[config.mk]
export PLATFORM = sky130hd
export DESIGN_NAME = memory_access_controller
export DESIGN_NICKNAME = d
export VERILOG_FILES = /design/src/rtl/memacc_pkg.sv /design/src/rtl/memacc_timer.sv /design/src/rtl/memory_access_controller.sv
export SDC_FILE = /design/constraint.sdc
export NUM_CORES = 1
export LEC_CHECK = 0
export ABC_CLOCK_PERIOD_IN_PS = 3350
export CAP_MARGIN = 30
export CORE_MARGIN = 2
export CORE_UTILIZATION = 45
export CTS_CLUSTER_DIAMETER = 120
export DETAILED_ROUTE_END_ITERATION = 7
export DONT_BUFFER_PORTS = 1
export PLACE_DENSITY = 0.67
export SLEW_MARGIN = 20
export SYNTH_ARGS = -nofsm -noshare
export SYNTH_HDL_FRONTEND = slang
export SYNTH_SLANG_ARGS = --single-unit
[constraint.sdc]
create_clock -name MEMACC_CLOCK_50 -period 3.35 [get_ports MEMACC_CLOCK_50]
set_clock_uncertainty 0.2 [all_clocks]
set_input_delay 0.67 -clock MEMACC_CLOCK_50 [delete_from_list [all_inputs] [get_ports MEMACC_CLOCK_50]]
set_output_delay 0.67 -clock MEMACC_CLOCK_50 [all_outputs]
set_load 0.03 [all_outputs]
[src/rtl/memacc_pkg.sv]
// Shared types and constants for the memory access controller.
// State encoding and address alignment helpers.
package memacc_pkg;

  typedef enum logic [1:0] {
    IDLE  = 2'd0,
    WAIT  = 2'd1,
    DONE  = 2'd2,
    FAULT = 2'd3
  } memacc_state_t;

  localparam logic [1:0] ALIGN_MASK = 2'b11;

  function automatic logic is_aligned(input logic [1:0] addr_lo);
    return (addr_lo & ALIGN_MASK) == 2'b00;
  endfunction

endpackage

[src/rtl/memacc_timer.sv]
// Wait-cycle counter for the memory access controller.
// Loadable, clearable up-counter with a terminal-count flag.
module memacc_timer #(
  parameter int DATAWIDTH_TIMER = 4,
  parameter int TERMINAL        = 14
) (
  input  logic                       clk,
  input  logic                       rst_n,
  input  logic                       clear,
  input  logic                       load,
  input  logic [DATAWIDTH_TIMER-1:0] load_value,
  input  logic                       enable,
  output logic                       terminal
);

  localparam logic [DATAWIDTH_TIMER-1:0] TC =
    DATAWIDTH_TIMER'(TERMINAL);

  logic [DATAWIDTH_TIMER-1:0] count;

  // Count wait cycles; clear has priority over load and increment.
  always_ff @(posedge clk) begin
    if (!rst_n) begin
      count <= '0;
    end else if (clear) begin
      count <= '0;
    end else if (load) begin
      count <= load_value;
    end else if (enable) begin
      count <= count + 1'b1;
    end
  end

  assign terminal = (count == TC);

endmodule

[src/rtl/memory_access_controller.sv]
// Sequences main-memory reads/writes for the microcoded control unit.
// Latches the access, waits for ready with a timeout, returns ACK.
module memory_access_controller
  import memacc_pkg::*;
#(
  parameter int DATAWIDTH_ADDRESS = 32,
  parameter int DATAWIDTH_DATA    = 32,
  parameter int TIMEOUT_CYCLES    = 15,
  parameter int DATAWIDTH_TIMER   = 4
) (
  input  logic                         MEMACC_CLOCK_50,
  input  logic                         MEMACC_ResetInLow_In,
  input  logic                         MEMACC_RD_In,
  input  logic                         MEMACC_WRMain_In,
  input  logic [DATAWIDTH_ADDRESS-1:0] MEMACC_Address_InBus,
  input  logic [DATAWIDTH_DATA-1:0]    MEMACC_WriteData_InBus,
  input  logic                         MEMACC_ClearError_In,
  input  logic                         MEMACC_MemReady_In,
  input  logic [DATAWIDTH_DATA-1:0]    MEMACC_MemReadData_InBus,
  output logic                         MEMACC_ACK_Out,
  output logic [DATAWIDTH_DATA-1:0]    MEMACC_ReadData_OutBus,
  output logic                         MEMACC_Busy_Out,
  output logic                         MEMACC_Error_Out,
  output logic                         MEMACC_MemEnable_Out,
  output logic                         MEMACC_MemWrite_Out,
  output logic [DATAWIDTH_ADDRESS-1:0] MEMACC_MemAddress_OutBus,
  output logic [DATAWIDTH_DATA-1:0]    MEMACC_MemWriteData_OutBus
);

  memacc_state_t state;

  logic req_any;
  logic req_ok;
  logic req_bad;
  logic timer_tc;
  logic in_wait;

  assign req_any = MEMACC_RD_In | MEMACC_WRMain_In;
  assign req_ok  = (MEMACC_RD_In ^ MEMACC_WRMain_In)
                 & is_aligned(MEMACC_Address_InBus[1:0]);
  assign req_bad = req_any & ~req_ok;
  assign in_wait = (state == WAIT);

  memacc_timer #(
    .DATAWIDTH_TIMER (DATAWIDTH_TIMER),
    .TERMINAL        (TIMEOUT_CYCLES - 1)
  ) u_timer (
    .clk        (MEMACC_CLOCK_50),
    .rst_n      (MEMACC_ResetInLow_In),
    .clear      (state == DONE || state == FAULT),
    .load       (state == IDLE && req_ok),
    .load_value ('0),
    .enable     (in_wait & ~MEMACC_MemReady_In),
    .terminal   (timer_tc)
  );

  assign MEMACC_Busy_Out = (state != IDLE);

  // Access FSM with registered strobe, ACK, error and data latches.
  always_ff @(posedge MEMACC_CLOCK_50) begin
    if (!MEMACC_ResetInLow_In) begin
      state                      <= IDLE;
      MEMACC_ACK_Out             <= 1'b0;
      MEMACC_ReadData_OutBus     <= '0;
      MEMACC_Error_Out           <= 1'b0;
      MEMACC_MemEnable_Out       <= 1'b0;
      MEMACC_MemWrite_Out        <= 1'b0;
      MEMACC_MemAddress_OutBus   <= '0;
      MEMACC_MemWriteData_OutBus <= '0;
    end else begin
      MEMACC_ACK_Out <= 1'b0;
      // Any fault taken below overrides this clear.
      if (MEMACC_ClearError_In) begin
        MEMACC_Error_Out <= 1'b0;
      end
      unique case (state)
        IDLE: begin
          if (req_bad) begin
            state                  <= FAULT;
            MEMACC_ACK_Out         <= 1'b1;
            MEMACC_Error_Out       <= 1'b1;
            MEMACC_ReadData_OutBus <= '0;
          end else if (req_ok) begin
            state                      <= WAIT;
            MEMACC_MemEnable_Out       <= 1'b1;
            MEMACC_MemWrite_Out        <= MEMACC_WRMain_In;
            MEMACC_MemAddress_OutBus   <= MEMACC_Address_InBus;
            MEMACC_MemWriteData_OutBus <= MEMACC_WriteData_InBus;
          end
        end
        WAIT: begin
          if (MEMACC_MemReady_In) begin
            state                <= DONE;
            MEMACC_ACK_Out       <= 1'b1;
            MEMACC_MemEnable_Out <= 1'b0;
            if (!MEMACC_MemWrite_Out) begin
              MEMACC_ReadData_OutBus <= MEMACC_MemReadData_InBus;
            end
          end else if (timer_tc) begin
            state                <= FAULT;
            MEMACC_ACK_Out       <= 1'b1;
            MEMACC_MemEnable_Out <= 1'b0;
            MEMACC_Error_Out     <= 1'b1;
            if (!MEMACC_MemWrite_Out) begin
              MEMACC_ReadData_OutBus <= '0;
            end
          end
        end
        DONE: begin
          state <= IDLE;
        end
        FAULT: begin
          state <= IDLE;
        end
        default: begin
          state <= IDLE;
        end
      endcase
    end
  end

endmodule

# Word level (Yosys, flattened, before mapping)
# Index checks and enable logic that the tools add are counted.
[word_totals]
regBits = 106
input_bits = 102
output_inout_bits = 101
wordCells = 66
[op_classes]
add_sub_neg = 1
eq_ne = 10
mux = 25
bitwise_logic = 9
n_reduce_logical = 12
[ops]
columns = ["operator", "n"]
rows = [
  ["$mux W32", 5],
  ["$pmux W32 S2", 1],
  ["$mux W1", 11],
  ["$mux W2", 4],
  ["$ne A2 B2 Y1 const B", 4],
  ["$reduce_and A4 Y1", 2],
  ["$ne A3 B3 Y1 const B", 2],
  ["$pmux W1 S2", 3],
  ["$pmux W2 S3", 1],
  ["$add A4 B1 Y4 const B", 1],
  ["$eq A2 B2 Y1 const B", 2],
  ["$eq A4 B4 Y1 const B", 1],
  ["$logic_not A2 Y1", 2],
  ["$not A1 Y1", 4],
  ["$reduce_bool A2 Y1", 2],
  ["$and A1 B1 Y1", 3],
  ["$reduce_and A3 Y1", 1],
  ["$reduce_or A3 Y1", 1],
  ["$eq A2 B1 Y1 const B", 1],
  ["$reduce_and A2 Y1", 1],
  ["$reduce_or A2 Y1", 1],
  ["$logic_and A1 B1 Y1", 1],
  ["$logic_or A1 B1 Y1", 1],
  ["$or A1 B1 Y1", 1],
  ["$xor A1 B1 Y1", 1],
]

# Depth between registers and ports, before layout
[depth]
depth_word = 6
mapped_depth = 8
depth_no_buf = 6

# Hierarchy
# Synthesis repeated with hierarchy kept, for this count alone.
[unflattened]
hier_cells = 490
hier_area_um2 = 4354.2
[by_module_without_submodules]
columns = ["module", "instances", "cells_each", "area_per_inst_um2", "seq_area_each_um2"]
rows = [
  ["memory_access_controller", 1, 464, 4127.7, 2042.0],
  ["memacc_timer", 1, 26, 226.5, 80.1],
]

# Worst setup path after synthesis
# Ideal clock, no wire load.
[synth_timing]
path_kind = "input to register"
startpoint = "input port MEMACC_RD_In"
endpoint = "register MEMACC_MemAddress_OutBus[6]"
setup_ns = 0.066
arrival_ns = 2.037
t_required_ns = 3.084
slack_ns = 1.047
stages = 7
n_path_buf = 1
path_cell_list = "inv_1 -> ha_1 -> or3b_4 -> nor3_4 -> buf_6 -> nand2_1 -> a21boi_2"
[synth_between]
elab_chain_len = 6
elab_cells_between_ends = 7
cone_classes = "bitwise (6); reduce/logical (1)"
[synth_rtl]
columns = ["item", "line_no", "source"]
rows = [
  ["start, declared", "memory_access_controller.sv:13", "input logic MEMACC_RD_In,"],
  ["$xor A1 B1 Y1", "memory_access_controller.sv:39", "assign req_ok = (MEMACC_RD_In ^ MEMACC_WRMain_In)"],
  ["$and A1 B1 Y1", "memory_access_controller.sv:40", "& is_aligned(MEMACC_Address_InBus[1:0]);"],
  ["$not A1 Y1", "memory_access_controller.sv:41", "assign req_bad = req_any & ~req_ok;"],
  ["$and A1 B1 Y1", "memory_access_controller.sv:41", ""],
  ["$not A1 Y1 (no source line)", "n/a", ""],
  ["$reduce_and A3 Y1 (no source line) (*)", "n/a", ""],
  ["end signal, assigned", "memory_access_controller.sv:87", "MEMACC_MemAddress_OutBus <= MEMACC_Address_InBus;"],
  ["end, declared", "memory_access_controller.sv:26", "output logic [DATAWIDTH_ADDRESS-1:0] MEMACC_MemAddress_OutBus,"],
]
# Every way passes the cells marked *; elsewhere a longest branch is shown, timed or not.
# A chain may end at the register's enable or synchronous reset.

# Final worst setup path
[layout_timing]
startpoint = "input port MEMACC_RD_In"
endpoint = "register MEMACC_ReadData_OutBus[15]"
[layout_between]
elab_chain_len = 6
elab_cells_between_ends = 7
cone_classes = "eq/ne (1); bitwise (5); reduce/logical (1)"
[layout_rtl]
columns = ["item", "line_no", "source"]
rows = [
  ["$xor A1 B1 Y1", "memory_access_controller.sv:39", ""],
  ["$and A1 B1 Y1", "memory_access_controller.sv:40", ""],
  ["$not A1 Y1", "memory_access_controller.sv:41", ""],
  ["$and A1 B1 Y1 (*)", "memory_access_controller.sv:41", ""],
  ["$ne A2 B2 Y1 (no source line) (*)", "n/a", ""],
  ["$reduce_and A4 Y1 (no source line) (*)", "n/a", ""],
  ["end signal, assigned", "memory_access_controller.sv:97", "MEMACC_ReadData_OutBus <= MEMACC_MemReadData_InBus;"],
  ["end, declared", "memory_access_controller.sv:21", "output logic [DATAWIDTH_DATA-1:0] MEMACC_ReadData_OutBus,"],
]
# Marked as above.

==> metrics.yaml <==
reg2reg_depth: 5
async_flop_share_pct: 0
num-fill-cells: 895
antennaDiodeCount: 0
cts_root_buf: "clkbuf_8"
maxCapViolCount: 0
timing.rr.start: "state[0]$_SDFFE_PN0P_"
cp_cell_sequence: "inv_1, ha_1, nor3b_1, nor2_1, o211ai_4, buf_4, mux2i_1"
clock_power_share_pct: 31.1
fin_setup_tns_ns: 0
power_density_nw_per_um2: 516
routabilityCongestion: 0.746
yosysTopAreaCell: "dfxtp_1"
cts_hold_repair.buffers: 0
grt_max_degree: 103
netlist_instances: 471
cts_tree: "done"
post_cts_buffers: 0
required_ns: 3.44
switchingPower_mw: 0.662
synth_fp_nets: 576
ir_drop_mv: 0.224
synthFlopType: "dfxtp_1"
seqPwrFrac_pct: 60.1
fin_crit_sh_pct: 68.4
fmax_ghz: 0.436
antenna_found_initial: 0
endpoint: "MEMACC_ReadData_OutBus[15]$_SDFFE_PN0P_"
fin_hold_ws_ns: 0.183
grt_use_total_pct: 16.9
drv_slew: 0
tightestPinTransition_ns: 0.528
yosysSeqAreaShare_pct: 48.8
ys_ff_latch: 106
grt_pass1_wl_mm: 13.9
dr.pass1.iters: 4
layout.nets: 560
wl_per_cell_um: 15.5
combPwrFrac_pct: 8.8
htreeDepth: 3
min_period_ns: 2.29
final_hold_viol_count: 0
totalPowerFinal_mw: 2.35
rows: 35
clk_pin_slew_worst_paths_ns: 0.11
slowest_delay_ns: 0.47
floorplan.initialDensity_pct: 46.8
cp.arrival_ns: 2.38
p_leak_nw: 1.56
route.detailed.drc: 0
ys_warn_count: 0
fp.dieH_um: 102
critical_path_buf_inv_count: 2
hpwl_mm: 6.42
cts.sinks: 106
port_buffers: 0
design.core.area_um2: 9280
hold_class: "in -> reg"
routed_via_density: 5.06
die-area_um2: 10500
clock_latency_ns: 0.36
cp_slowest_cell: "buf_4"
grt_pass1_vias: 2976
boundaryPins: 203
cts.repair.resized: 0
start_kind: "input pin"
die_w_um: 102
routed_wirelength_mm: 9.15
worst-path-max-fanout: 32
outcome: "completed"
synth_cell_types: 30
multi_input_comb_area_um2: 2030
p_sw_share_pct: 28.2
endpoint_kind: "register"
drive_gt1_share_pct: 18.5
ant_nets: 0
cts-buffers-inserted: 9
rsz0062_at_grt: "no"
vias: 2981
synth_edf_count: 0
p_int_mw: 1.69
critPathKind: "in -> reg"
syn_area_per_cell_um2: 9.23
cp_top_family: "simple AND/OR/NAND/NOR gates"
slew_headroom_pct: 64.8
worstReg2RegEnd: "MEMACC_MemAddress_OutBus[10]$_SDFFE_PN0P_"
synth_top_area_share_pct: 48.8
area_growth_pct: 4.75
globalRouteOverflowTotal: 0
synth_common_cells: "nand2_1 (195), dfxtp_1 (106), a21boi_2 (60), mux2i_1 (32), clkbuf_1 (18)"
cts_buffer_depth: 2
synth_most_common_cell: "nand2_1"
setup_viol: 0
seq_area_um2: 2120
r2r_setup_slack_ns: 1.15
setup_slack_ns: 1.06
synthesis.area_um2: 4350
place_worst_setup_slack_ns: 0.636
worstSetupPathDepth: 7
synthTopCellsByArea: "dfxtp_1 (49%), nand2_1 (17%), a21boi_2 (16%), mux2i_1 (7.4%), clkbuf_1 (1.6%)"
first_iter_violations: 68
critPathLaunch: "MEMACC_RD_In"
## routing by layer
metal	global-route usage, %	up-vias	share of wire (%)
li1	-	1483	-
met1	18.9	1362	41
met2	29.1	123	47
met3	6.84	13	11
met4	6.46	0	1.4
met5	0	-	0
## cells in the final DEF, fill, tap and decap left out, types with 2 or more instances in the layout
| cell type | n |
|---|---|
| a211oi_1 | 2 |
| a21boi_0 | 3 |
| a21boi_2 | 60 |
| and3_1 | 4 |
| buf_4 | 5 |
| clkbuf_8 | 10 |
| clkinvlp_4 | 2 |
| dfxtp_1 | 106 |
| ha_1 | 3 |
| inv_1 | 5 |
| mux2i_1 | 32 |
| nand2_1 | 194 |
| nor2_1 | 8 |
| nor2b_1 | 3 |
| nor3_1 | 2 |
| o21ai_0 | 2 |
| xor2_1 | 2 |
## cell families (layout without fill, tap and decap cells)
| family | after synthesis | count (layout) | synth area share, % |
|---|---|---|---|
| buffers and inverters | 37 | 26 | 4.64 |
| AND/OR/NAND/NOR | 217 | 217 | 20.0 |
| multiplexers | 32 | 32 | 7.37 |
| adder cells (fa/ha/maj) | 3 | 3 | 0.864 |
| AO/OA/AOI/OAI | 73 | 73 | 17.7 |
| XOR/XNOR | 3 | 3 | 0.605 |
| flip-flops | 106 | 106 | 48.8 |
## layout make-up
cell class / count / area share, %
Multi-Input combinational cell: 328 / 44.7
Inverter: 5 / 0.412
Clock buffer: 11 / 3.11
Clock inverter: 5 / 0.825
Timing Repair Buffer: 5 / 0.825
Tap cell: 129 / 3.55
Sequential cell: 106 / 46.6
## worst reg2reg max path: cells and delay by family, from the launching register on
kind / cells / cell delay (ns)
AND/OR/NAND/NOR: 3 / 0.71
flip-flops: 1 / 0.59
AO/OA/AOI/OAI: 1 / 0.16
buffers and inverters: 1 / 0.48
## power by group through the flow
stage	logic [mW]	registers, mW	clock network (mW)
2_1_floorplan	0.205	1.43	0
3_3_place_gp	0.203	1.44	0
3_5_place_dp	0.209	1.44	0
4_1_cts	0.210	1.41	0.765
5_1_grt	0.228	1.42	0.814
6_report	0.206	1.41	0.732
## how the worst min path moves through the flow
stage / from / end / depth (start not counted)
2_1_floorplan: u_timer.count[3]$_SDFFE_PP0P_ / u_timer.count[3]$_SDFFE_PP0P_ / 2
3_3_place_gp: u_timer.count[3]$_SDFFE_PP0P_ / u_timer.count[3]$_SDFFE_PP0P_ / 2
3_5_place_dp: u_timer.count[3]$_SDFFE_PP0P_ / u_timer.count[3]$_SDFFE_PP0P_ / 2
4_1_cts: MEMACC_ClearError_In / MEMACC_Error_Out$_SDFF_PN0_ / 1
5_1_grt: MEMACC_ClearError_In / MEMACC_Error_Out$_SDFF_PN0_ / 1
6_report: MEMACC_ClearError_In / MEMACC_Error_Out$_SDFF_PN0_ / 1
## sequential cells by signal (all words and copies together) (netlist names)
register	flops
MEMACC_ReadData_OutBus	32
state	2
MEMACC_MemWriteData_OutBus	32
MEMACC_MemWrite_Out	1
MEMACC_Error_Out	1
MEMACC_MemEnable_Out	1
MEMACC_MemAddress_OutBus	32
MEMACC_ACK_Out	1
u_timer.count	4
## stage by stage
step                cell area [um^2]  utilization [%]  std cells
finish                          4550             49.0        589
global route                    4550             49.0        589
CTS                             4550             49.0        589
detailed placement              4370             47.1        573
global placement                4370             47.1        573
floorplan                       4350                -        471
(Power assumes the default switching activity.)
